### config.mk
export PLATFORM = sky130hd
export DESIGN_NAME = serial_adder
export DESIGN_NICKNAME = d
export VERILOG_FILES = /design/src/rtl/serial_adder_pkg.sv /design/src/rtl/full_adder_cell.sv /design/src/rtl/serial_adder.sv
export SDC_FILE = /design/constraint.sdc
export NUM_CORES = 1
export LEC_CHECK = 0
export CORE_UTILIZATION = 30
export DETAILED_ROUTE_END_ITERATION = 12
export SLEW_MARGIN = 30
export SYNTH_ARGS = -nofsm -noshare
export SYNTH_HDL_FRONTEND = slang
export SYNTH_SLANG_ARGS = --single-unit
### constraint.sdc
create_clock -name clk -period 3.2 [get_ports clk]
set_clock_uncertainty 0.15 [all_clocks]
set_input_delay 0.64 -clock clk [delete_from_list [all_inputs] [get_ports clk]]
set_output_delay 0.64 -clock clk [all_outputs]
set_load 0.01 [all_outputs]
### src/rtl/serial_adder_pkg.sv
`default_nettype none
// ============================================================================
// Module      : serial_adder_pkg
// Description : Shared types and constants for the bit-serial adder.
// Revision    : 1.0 - initial release
// ============================================================================
package serial_adder_pkg;

    localparam int MAX_WIDTH = 32;

    typedef logic [1:0] state_t;

    localparam state_t ST_IDLE = 2'd0;
    localparam state_t ST_ADD  = 2'd1;
    localparam state_t ST_DONE = 2'd2;

    // A one-bit operand still needs a one-bit counter, hence the floor of 1.
    function automatic int cnt_width(input int width);
        return (width <= 1) ? 1 : $clog2(width);
    endfunction

endpackage
`default_nettype wire

### src/rtl/full_adder_cell.sv
`default_nettype none
// ============================================================================
// Module      : full_adder_cell
// Description : Single-bit combinational full adder.
// Revision    : 1.0 - initial release
// ============================================================================
module full_adder_cell (
    input  logic a,
    input  logic b,
    input  logic ci,
    output logic s,
    output logic co
);

    assign s  = a ^ b ^ ci;
    assign co = (a & b) | (a & ci) | (b & ci);

endmodule
`default_nettype wire

### src/rtl/serial_adder.sv
`default_nettype none
// ============================================================================
// Module      : serial_adder
// Description : Bit-serial adder reusing one full-adder cell, LSB first, with
//               valid/ready handshakes. Optional macro SERIAL_ADDER_OVERFLOW_EN
//               adds the signed-overflow output Ovf.
// Revision    : 1.0 - initial release
// ============================================================================
module serial_adder
    import serial_adder_pkg::*;
#(
    parameter int WIDTH = 4
) (
    input  logic             clk,
    input  logic             rst_n,
    input  logic             in_valid,
    output logic             in_ready,
    input  logic [WIDTH-1:0] A,
    input  logic [WIDTH-1:0] B,
    input  logic             Cin,
    output logic             out_valid,
    input  logic             out_ready,
    output logic [WIDTH-1:0] Sum,
    output logic             Cout
`ifdef SERIAL_ADDER_OVERFLOW_EN
    ,
    output logic             Ovf
`endif
);

    localparam int            CW       = cnt_width(WIDTH);
    localparam logic [CW-1:0] CNT_LAST = CW'(WIDTH - 1);

    generate
        if (WIDTH < 1 || WIDTH > MAX_WIDTH) begin : g_bad_width
            $error("serial_adder: WIDTH out of range");
        end
    endgenerate

    state_t           state_q, state_d;
    logic [WIDTH-1:0] a_sh_q, a_sh_d;
    logic [WIDTH-1:0] b_sh_q, b_sh_d;
    logic [WIDTH-1:0] sum_sh_q, sum_sh_d;
    logic [WIDTH-1:0] sum_q, sum_d;
    logic             c_q, c_d;
    logic             cout_q, cout_d;
    logic [CW-1:0]    cnt_q, cnt_d;
`ifdef SERIAL_ADDER_OVERFLOW_EN
    logic             ovf_q, ovf_d;
`endif

    logic             w_s;
    logic             w_co;
    logic             w_accept;
    logic             w_last;
    logic [WIDTH-1:0] w_sum_shift;

    full_adder_cell u_fa (
        .a  (a_sh_q[0]),
        .b  (b_sh_q[0]),
        .ci (c_q),
        .s  (w_s),
        .co (w_co)
    );

    // New sum bit enters at the MSB so after WIDTH shifts bit 0 sits at bit 0.
    generate
        if (WIDTH == 1) begin : g_sum_w1
            assign w_sum_shift = w_s;
        end else begin : g_sum_wn
            assign w_sum_shift = {w_s, sum_sh_q[WIDTH-1:1]};
        end
    endgenerate

    assign in_ready  = rst_n && (state_q == ST_IDLE);
    assign out_valid = rst_n && (state_q == ST_DONE);
    assign w_accept  = in_valid && in_ready;
    assign w_last    = (cnt_q == CNT_LAST);
    assign Sum       = sum_q;
    assign Cout      = cout_q;
`ifdef SERIAL_ADDER_OVERFLOW_EN
    assign Ovf       = ovf_q;
`endif

    always_comb begin
        state_d  = state_q;
        a_sh_d   = a_sh_q;
        b_sh_d   = b_sh_q;
        sum_sh_d = sum_sh_q;
        sum_d    = sum_q;
        c_d      = c_q;
        cout_d   = cout_q;
        cnt_d    = cnt_q;
`ifdef SERIAL_ADDER_OVERFLOW_EN
        ovf_d    = ovf_q;
`endif
        case (state_q)
            ST_IDLE: begin
                if (w_accept) begin
                    a_sh_d  = A;
                    b_sh_d  = B;
                    c_d     = Cin;
                    cnt_d   = '0;
                    state_d = ST_ADD;
                end
            end
            ST_ADD: begin
                a_sh_d   = a_sh_q >> 1;
                b_sh_d   = b_sh_q >> 1;
                sum_sh_d = w_sum_shift;
                c_d      = w_co;
                cnt_d    = cnt_q + CW'(1);
                // Result registers only move on the final bit so Sum/Cout keep
                // the previous result while a new operation is in flight.
                if (w_last) begin
                    sum_d   = w_sum_shift;
                    cout_d  = w_co;
`ifdef SERIAL_ADDER_OVERFLOW_EN
                    ovf_d   = c_q ^ w_co;
`endif
                    state_d = ST_DONE;
                end
            end
            ST_DONE: begin
                if (out_ready) begin
                    state_d = ST_IDLE;
                end
            end
            default: begin
                state_d = ST_IDLE;
            end
        endcase
    end

    always_ff @(posedge clk) begin
        if (!rst_n) begin
            state_q  <= ST_IDLE;
            a_sh_q   <= '0;
            b_sh_q   <= '0;
            sum_sh_q <= '0;
            sum_q    <= '0;
            c_q      <= 1'b0;
            cout_q   <= 1'b0;
            cnt_q    <= '0;
`ifdef SERIAL_ADDER_OVERFLOW_EN
            ovf_q    <= 1'b0;
`endif
        end else begin
            state_q  <= state_d;
            a_sh_q   <= a_sh_d;
            b_sh_q   <= b_sh_d;
            sum_sh_q <= sum_sh_d;
            sum_q    <= sum_d;
            c_q      <= c_d;
            cout_q   <= cout_d;
            cnt_q    <= cnt_d;
`ifdef SERIAL_ADDER_OVERFLOW_EN
            ovf_q    <= ovf_d;
`endif
        end
    end

endmodule
`default_nettype wire

# Word level (Yosys, flattened, before mapping)
# Cells that the tools add are included.
# totals
regBits	22
output_inout_bits	7
# op_classes
eq_ne	6
n_reduce_logical	8
add_sub_neg	1
n_mux	12
bitwise	7
# op_table
operator	count
4-bit case mux with 2 select lines	2
2-bit 2-to-1 mux	4
4-bit 2-to-1 mux	2
2-bit != test, second input constant	3
2-bit case mux with 3 select lines	1
2-bit equality test, second input constant	2
2-bit case mux with 2 select lines	1
2-bit AND reduction	2
1-bit bitwise AND	3
1-bit logical AND	3
3-bit AND reduction	1
2-bit by 1-bit adder with 2-bit output, second input constant	1
2-bit by 1-bit equality test with 1-bit output, second input constant	1
2-bit logical NOT	1
1-bit OR	2
1-bit case mux with 2 select lines	1
2-bit nonzero test	1
1-bit XOR	2
1-bit 2-to-1 mux	1

# Longest topological paths before layout
# Gate-level depths: netlist of the first run.
# depth
ltp_word	5
ltp_mapped	5
mapped_depth_nobuf	4

# Modules after synthesis
# From an unflattened synthesis of the first run, not the netlist that was laid out.
# unflattened
cells_unflattened	98
hier_area_um2	902.1
# by_module_without_submodules
module	seq_area_each_um2	area_each_um2	cells_per_inst	instances
serial_adder	420.4	882.1	97	1
full_adder_cell	0.0	20.0	1	1

# Least setup slack after synthesis of the first run
# Ideal clock, no wire load.
# synth_timing
kind	input port to output port
start	input port rst_n
end	output port out_valid
path_buffers	2
path_stages	3
path_slack_ns	1.115
arrival_ns	1.295
t_required_ns	2.410
path_cell_list	clkbuf_1 -> clkbuf_1 -> and3b_1
# synth_between
elab_chain_len	1
# synth_lines
item	line_no	source
start, declared	serial_adder.sv:15	input logic rst_n,
1-bit logical AND	serial_adder.sv:76	assign out_valid = rst_n && (state_q == ST_DONE);
end, declared	serial_adder.sv:21	output logic out_valid,
# No other way between the ends.

# Worst setup path after layout of the first run
# Same ends and word-level chain as after synthesis.

==> results of run 1 <==
report_power, final:
group / total, uW / switching, uW / internal [uW]
registers: 283 / 9.61 / 273
clock network: 128 / 81.6 / 46.6
logic: 66.1 / 29.3 / 36.8
worst max-delay path, cell delays in order:
cell and delay [ns]:
clkdlybuf4s50_1 0.55, and3b_1 0.21, clkdlybuf4s50_1 0.54
sequential cells by signal, summed over array words and instances, names as in the netlist:
name      count
Cout          1
Sum           4
a_sh_q        4
b_sh_q        4
c_q           1
cnt_q         2
state_q       2
sum_sh_q      3
layout by cell type (no fill, tap or decap):
| master | n |
|---|---|
| o22ai_1 | 2 |
| clkbuf_4 | 3 |
| inv_1 | 1 |
| a21boi_0 | 1 |
| nand2_1 | 13 |
| or3b_4 | 1 |
| mux2i_1 | 11 |
| nor2b_1 | 4 |
| nor2_2 | 1 |
| nand3b_1 | 2 |
| o211ai_1 | 7 |
| o21ai_0 | 3 |
| nor3b_1 | 1 |
| nand3_1 | 6 |
| ha_1 | 1 |
| fa_1 | 1 |
| nor2_1 | 3 |
| buf_4 | 3 |
| clkinv_2 | 1 |
| o21ai_1 | 11 |
| dfxtp_1 | 21 |
| clkdlybuf4s50_1 | 19 |
| and3b_1 | 1 |
| and2_1 | 1 |
cell families after synthesis:
logic type	Yosys count	share of synthesized area, %
AOI/OAI and AO/OA	24	15.64
buffers and inverters	9	3.978
DFF	21	46.09
and+or+nand+nor	33	18.66
adders and majority gates	2	3.566
muxes	11	12.07
per-stage QoR:
step	cells	util, %	instance area [um2]	setup WS, ns	total power, uW
2_1_floorplan	100	-	912.1	1.115	327.0
3_3_place_gp	145	39.98	1131	0.4839	353.4
3_5_place_dp	145	39.98	1131	0.4841	355.3
4_1_cts	149	40.96	1159	0.4815	483.5
5_1_grt	149	40.96	1159	0.4558	502.7
6_report	149	40.96	1159	0.4693	477.2
worst min path at each step:
stage                startpoint      to  cells after the start
floorplan           sum_sh_q[1]  Sum[0]                      2
global placement    sum_sh_q[1]  Sum[0]                      2
detailed placement  sum_sh_q[1]  Sum[0]                      2
CTS                 sum_sh_q[1]  Sum[0]                      2
global route        sum_sh_q[1]  Sum[0]                      2
finish              sum_sh_q[1]  Sum[0]                      2
per-layer routing:
layer  part of all wire (%)  wire, um  global-route usage (%)  up-vias
li1                       -         -                       -      389
met1                     49       850                   14.20      332
met2                     45       788                   21.18       18
met3                    5.6        98                   4.082        0
met4                      0         0                   2.091        0
met5                      0         0                       0        -
final cells by class:
type / instances / area (um2)
fill: 287 / 1670
multi-input combinational: 70 / 455.4
sequential: 21 / 420.4
timing repair buffer: 22 / 212.7
tap: 31 / 38.79
clock buffer: 3 / 22.52
clock inverter: 1 / 5.005
inverter: 1 / 3.754
==> metrics.md, run 1 <==
| Metric | Value |
|---|---|
| Status | `complete, but fails checks` |
| Failing checks | `design-rule violations` |
| Core box area | `0.002829 mm2` |
| Worst-path fanout max | `4` |
| IO buf count | `19` |
| Final setup violation count | `0` |
| Clk root buf | `clkbuf_4` |
| TritonCTS buffer count | `3` |
| CTS tree | `done` |
| Via count | `around 740` |
| Relative slew slack | `65.96%` |
| Ranking of synthesized cells by area | `dfxtp_1 46%, mux2i_1 12%, o21ai_1 6.0%, o211ai_1 5.8%, nand2_1 5.3%` |
| Fin crit share | `between 80% and 90%` |
| Hold Fails Final Rpt | `0` |
| Static Leak | `about 0.00042 uW` |
| Starting density of the core | `between 30% and 40%` |
| Synth area leader | `dfxtp_1` |
| Area fraction of the dominant cell type after synthesis | `a little under half` |
| Register bit total from synthesis | `21` |
| Ys async rst share | `0%` |
| Diodes inserted | `0` |
| Post-synthesis sequential area ratio | `a little under half` |
| Most frequent cell after synthesis | `dfxtp_1` |
| Die Footprint | `0.003265 mm2` |
| Pwr/cell area | `approximately 410 mW/mm2` |
| WL final | `approximately 1700 um` |
| Setup bufs post-CTS | `0` |
| RR Endpoint | `sum_sh_q[1]` |
| Crit path from | `rst_n` |
| Ratio of cells with drive above 1 in the final layout | `around 7.6%` |
| CP endpoint kind | `primary output` |
| Worst path required time | `about 2.4 ns` |
| Final ANT Viol Nets | `0` |
| Worst-path clk slew | `0.12 ns` |
| Avg Inst Size Synth | `~9.1 um2` |
| Tmin final | `about 2.7 ns` |
| Yosys warns | `0` |
| DRT iter0 DRCs | `16` |
| Mapped Cells | `100` |
| GRT Overall Usage | `11.96%` |
| Initial antenna violation count | `0` |
| 1st-pass router iterations | `8` |
| R2R cell count | `3` |
| # DRC | `4` |
| Cts repair resizes | `0` |
| R2r setup slk | `around 1.6 ns` |
| GRT overflow | `0` |
| Number of synthesized flops with an enable pin | `0` |
| Via count of the first global-routing pass | `roughly 700` |
| RSZ-0062 raised after global routing | `no` |
| Max Freq | `366.2 MHz` |
| Dpl hpwl | `around 1200 um` |
| Worst reg2reg startpoint | `state_q[0]` |
| Nets | `about 130` |
| Worst-Skew Late Latency | `approximately 0.3 ns` |
| Synthesized Nets | `around 120` |
| CTS max path bufs | `2` |
| Largest net degree at the start of global routing | `17` |
| WL/cell | `around 12 um` |
| First-pass GRT wire length | `about 3000 um` |
| Pins over their slew limit | `0` |
| Max Cap Viol | `0` |
| Die H | `57.14 um` |
| Setup TNS | `0 ns` |
| Via-to-Cell Ratio | `4.960` |
| Post-synthesis instance area | `roughly 910 um2` |
| Worst VDD drop | `around 0.00024 V` |
| Cell Rows | `19` |
| Hold Path Class | `reg2reg` |
| Synth cell count leaders | `21 x dfxtp_1, 13 x nand2_1, 11 x mux2i_1, 11 x o21ai_1, 7 x o211ai_1` |
| Area delta synth->final | `27.02%` |
| H-tree depth | `1` |
| Top_reg_cell synth | `dfxtp_1` |
| Hold WS | `a little over 0.3 ns` |
| I/O pin count | `20` |
| Startpoint Class | `input port` |
| Slew @ Worst Pin | `0.5095 ns` |
| Crit path kind | `in2out` |
| Die width | `around 57 um` |
| Count of different cell masters after synthesis | `22` |
| Worst endpoint data arrival time | `between 1.5 and 2 ns` |
| Worst Setup EP | `out_valid` |
| GP Congestion | `0.6980` |
| Clock sink count | `21` |
| CTS Hold Bufs | `0` |
No activity file was read; power rests on OpenSTA's default activity.
==> run 2, diff against run 1 <==
- SKIP_CTS_REPAIR_TIMING: not set -> 1
==> results of run 2 <==
Same layout as run 1: the final DEF is identical, and so are final timing and power.
==> run 3, diff against run 2 <==
- CAP_MARGIN: not set -> 5
- CORE_MARGIN: not set -> 3
==> run 3 against run 2 <==
The run now ends clean. Sequential cell count stayed put. Largest power group unchanged. Non-clock buffer count stayed put. Worst setup slack better by 0.032 ns. Register-to-register slack hardly changed. Global-route usage is 1.3 points lower.
==> metrics.md, run 3 (synthesis results as in run 1) <==
| Metric | Value |
|---|---|
| Final setup violation count | `0` |
| Startpoint Class | `input port` |
| Fill count | `285` |
| Static Leak | `a little over 0.0004 uW` |
| Via count of the first global-routing pass | `just under 700` |
| Placed Cells | `145` |
| Clk root buf | `clkbuf_4` |
| Hold Fails Final Rpt | `0` |
| Die H | `61.14 um` |
| Routing usage on met2 | `17.67%` |
| Via count | `740` |
| Worst path required time | `between 2 and 2.5 ns` |
| M1 GR Usage | `approximately 13%` |
| WL final | `1735 um` |
| Largest net degree at the start of global routing | `17` |
| Setup TNS | `0 ns` |
| Relative slew slack | `between 60% and 70%` |
| Pwr/cell area | `approximately 400 mW/mm2` |
| Non-Filler Instances | `~150` |
| Diodes inserted | `0` |
| CP endpoint kind | `primary output` |
| RSZ-0062 raised after global routing | `no` |
| I/O pin count | `20` |
| Worst-Skew Late Latency | `about 0.30 ns` |
| GR peak layer | `met2` |
| Pins over their slew limit | `0` |
| DRT iter0 DRCs | `between 40 and 50` |
| Worst VDD drop | `0.0001801 V` |
| Met3 Track Usage GR | `4.612%` |
| Core box area | `~0.0028 mm2` |
| Max Freq | `approximately 370 MHz` |
| IO buf count | `19` |
| Initial antenna violation count | `0` |
| Die width | `about 60 um` |
| Pre-CTS setup slack | `around 0.5 ns` |
| Cell Rows | `19` |
| Fin crit share | `between 80 and 90%` |
| TritonCTS buffer count | `3` |
| Status | `completed` |
| GRT Overall Usage | `10.63%` |
| Area delta synth->final | `26.89%` |
| Clock sink count | `21` |
| Dpl hpwl | `roughly 1300 um` |
| Slew @ Worst Pin | `around 0.49 ns` |
| Hold Path Class | `reg2reg` |
| Via-to-Cell Ratio | `4.966` |
| Fin worst setup slack | `roughly 0.5 ns` |
| # DRC | `0` |
| Post-layout util | `around two fifths` |
| Tmin final | `approximately 2.7 ns` |
| Final Power | `about 470 uW` |
| Max Cap Viol | `0` |
| CTS tree | `done` |
| Worst-path clk slew | `0.11 ns` |
| Final ANT Viol Nets | `0` |
| 1st-pass router iterations | `4` |
| GRT overflow | `0` |
| Ratio of cells with drive above 1 in the final layout | `under 10%` |
| Worst-path fanout max | `4` |
| Worst endpoint data arrival time | `about 1.9 ns` |
| Crit path kind | `in2out` |
| GP Congestion | `0.7057` |
| Starting density of the core | `approximately 32%` |
| H-tree depth | `1` |
| Commonest non-fill, non-tap cell in the layout | `dfxtp_1` |
| Nets | `about 130` |
| First-pass GRT wire length | `around 3000 um` |
| CTS max path bufs | `2` |
| Multi-input logic area | `approximately 460 um2` |
| Most frequent cells in the layout | `21 x dfxtp_1, 19 x clkdlybuf4s50_1, 13 x nand2_1` |
| Die Footprint | `approximately 0.0037 mm2` |
| WL/cell | `around 12 um` |
| Flip-flop and latch area | `around 420 um2` |
## run 3: power by group
part	leakage, uW	internal [uW]	switching (uW)
logic	0.000228	36.6	28.7
clock network	0.0000150	48.5	76.6
registers	0.000171	273	9.70
total	0.000415	358	115
## run 3: final cells by class
| type | instances | share of cell area (%) |
|---|---|---|
| tap | 31 | 3.351 |
| timing repair buffer | 22 | 18.38 |
| multi-input combinational | 70 | 39.35 |
| inverter | 1 | 0.3243 |
| clock buffer | 4 | 2.270 |
| sequential | 21 | 36.32 |
## run 3: path summary, 6_finish.rpt
| kind | from | to | slack [ns] | cells past startpoint |
|---|---|---|---|---|
| worst max register to register | state_q[0] | sum_sh_q[1] | 1.63 | 3 |
| worst min-delay path | sum_sh_q[1] | Sum[0] | 0.31 | 2 |
| worst max-delay path | rst_n | out_valid | 0.50 | 3 |
| worst min register to register | sum_sh_q[1] | Sum[0] | 0.31 | 2 |
## run 3: critical path: stages
cell	delay, ns
clkdlybuf4s50_1	0.53
and3b_1	0.19
clkdlybuf4s50_1	0.54
## run 3: metal layers
layer | vias to the layer above | routed length (um)
met2 | 15 | 786
met1 | 331 | 839
met5 | - | 0
met4 | 0 | 9
li1 | 392 | -
met3 | 2 | 99
## run 3: stage by stage
stage / instance area (um2) / hold slack [ns]
2_1_floorplan: 912.1 / 0.2777
3_3_place_gp: 1131 / 0.2934
3_5_place_dp: 1131 / 0.2964
4_1_cts: 1157 / 0.3137
5_1_grt: 1157 / 0.3348
6_report: 1157 / 0.3086
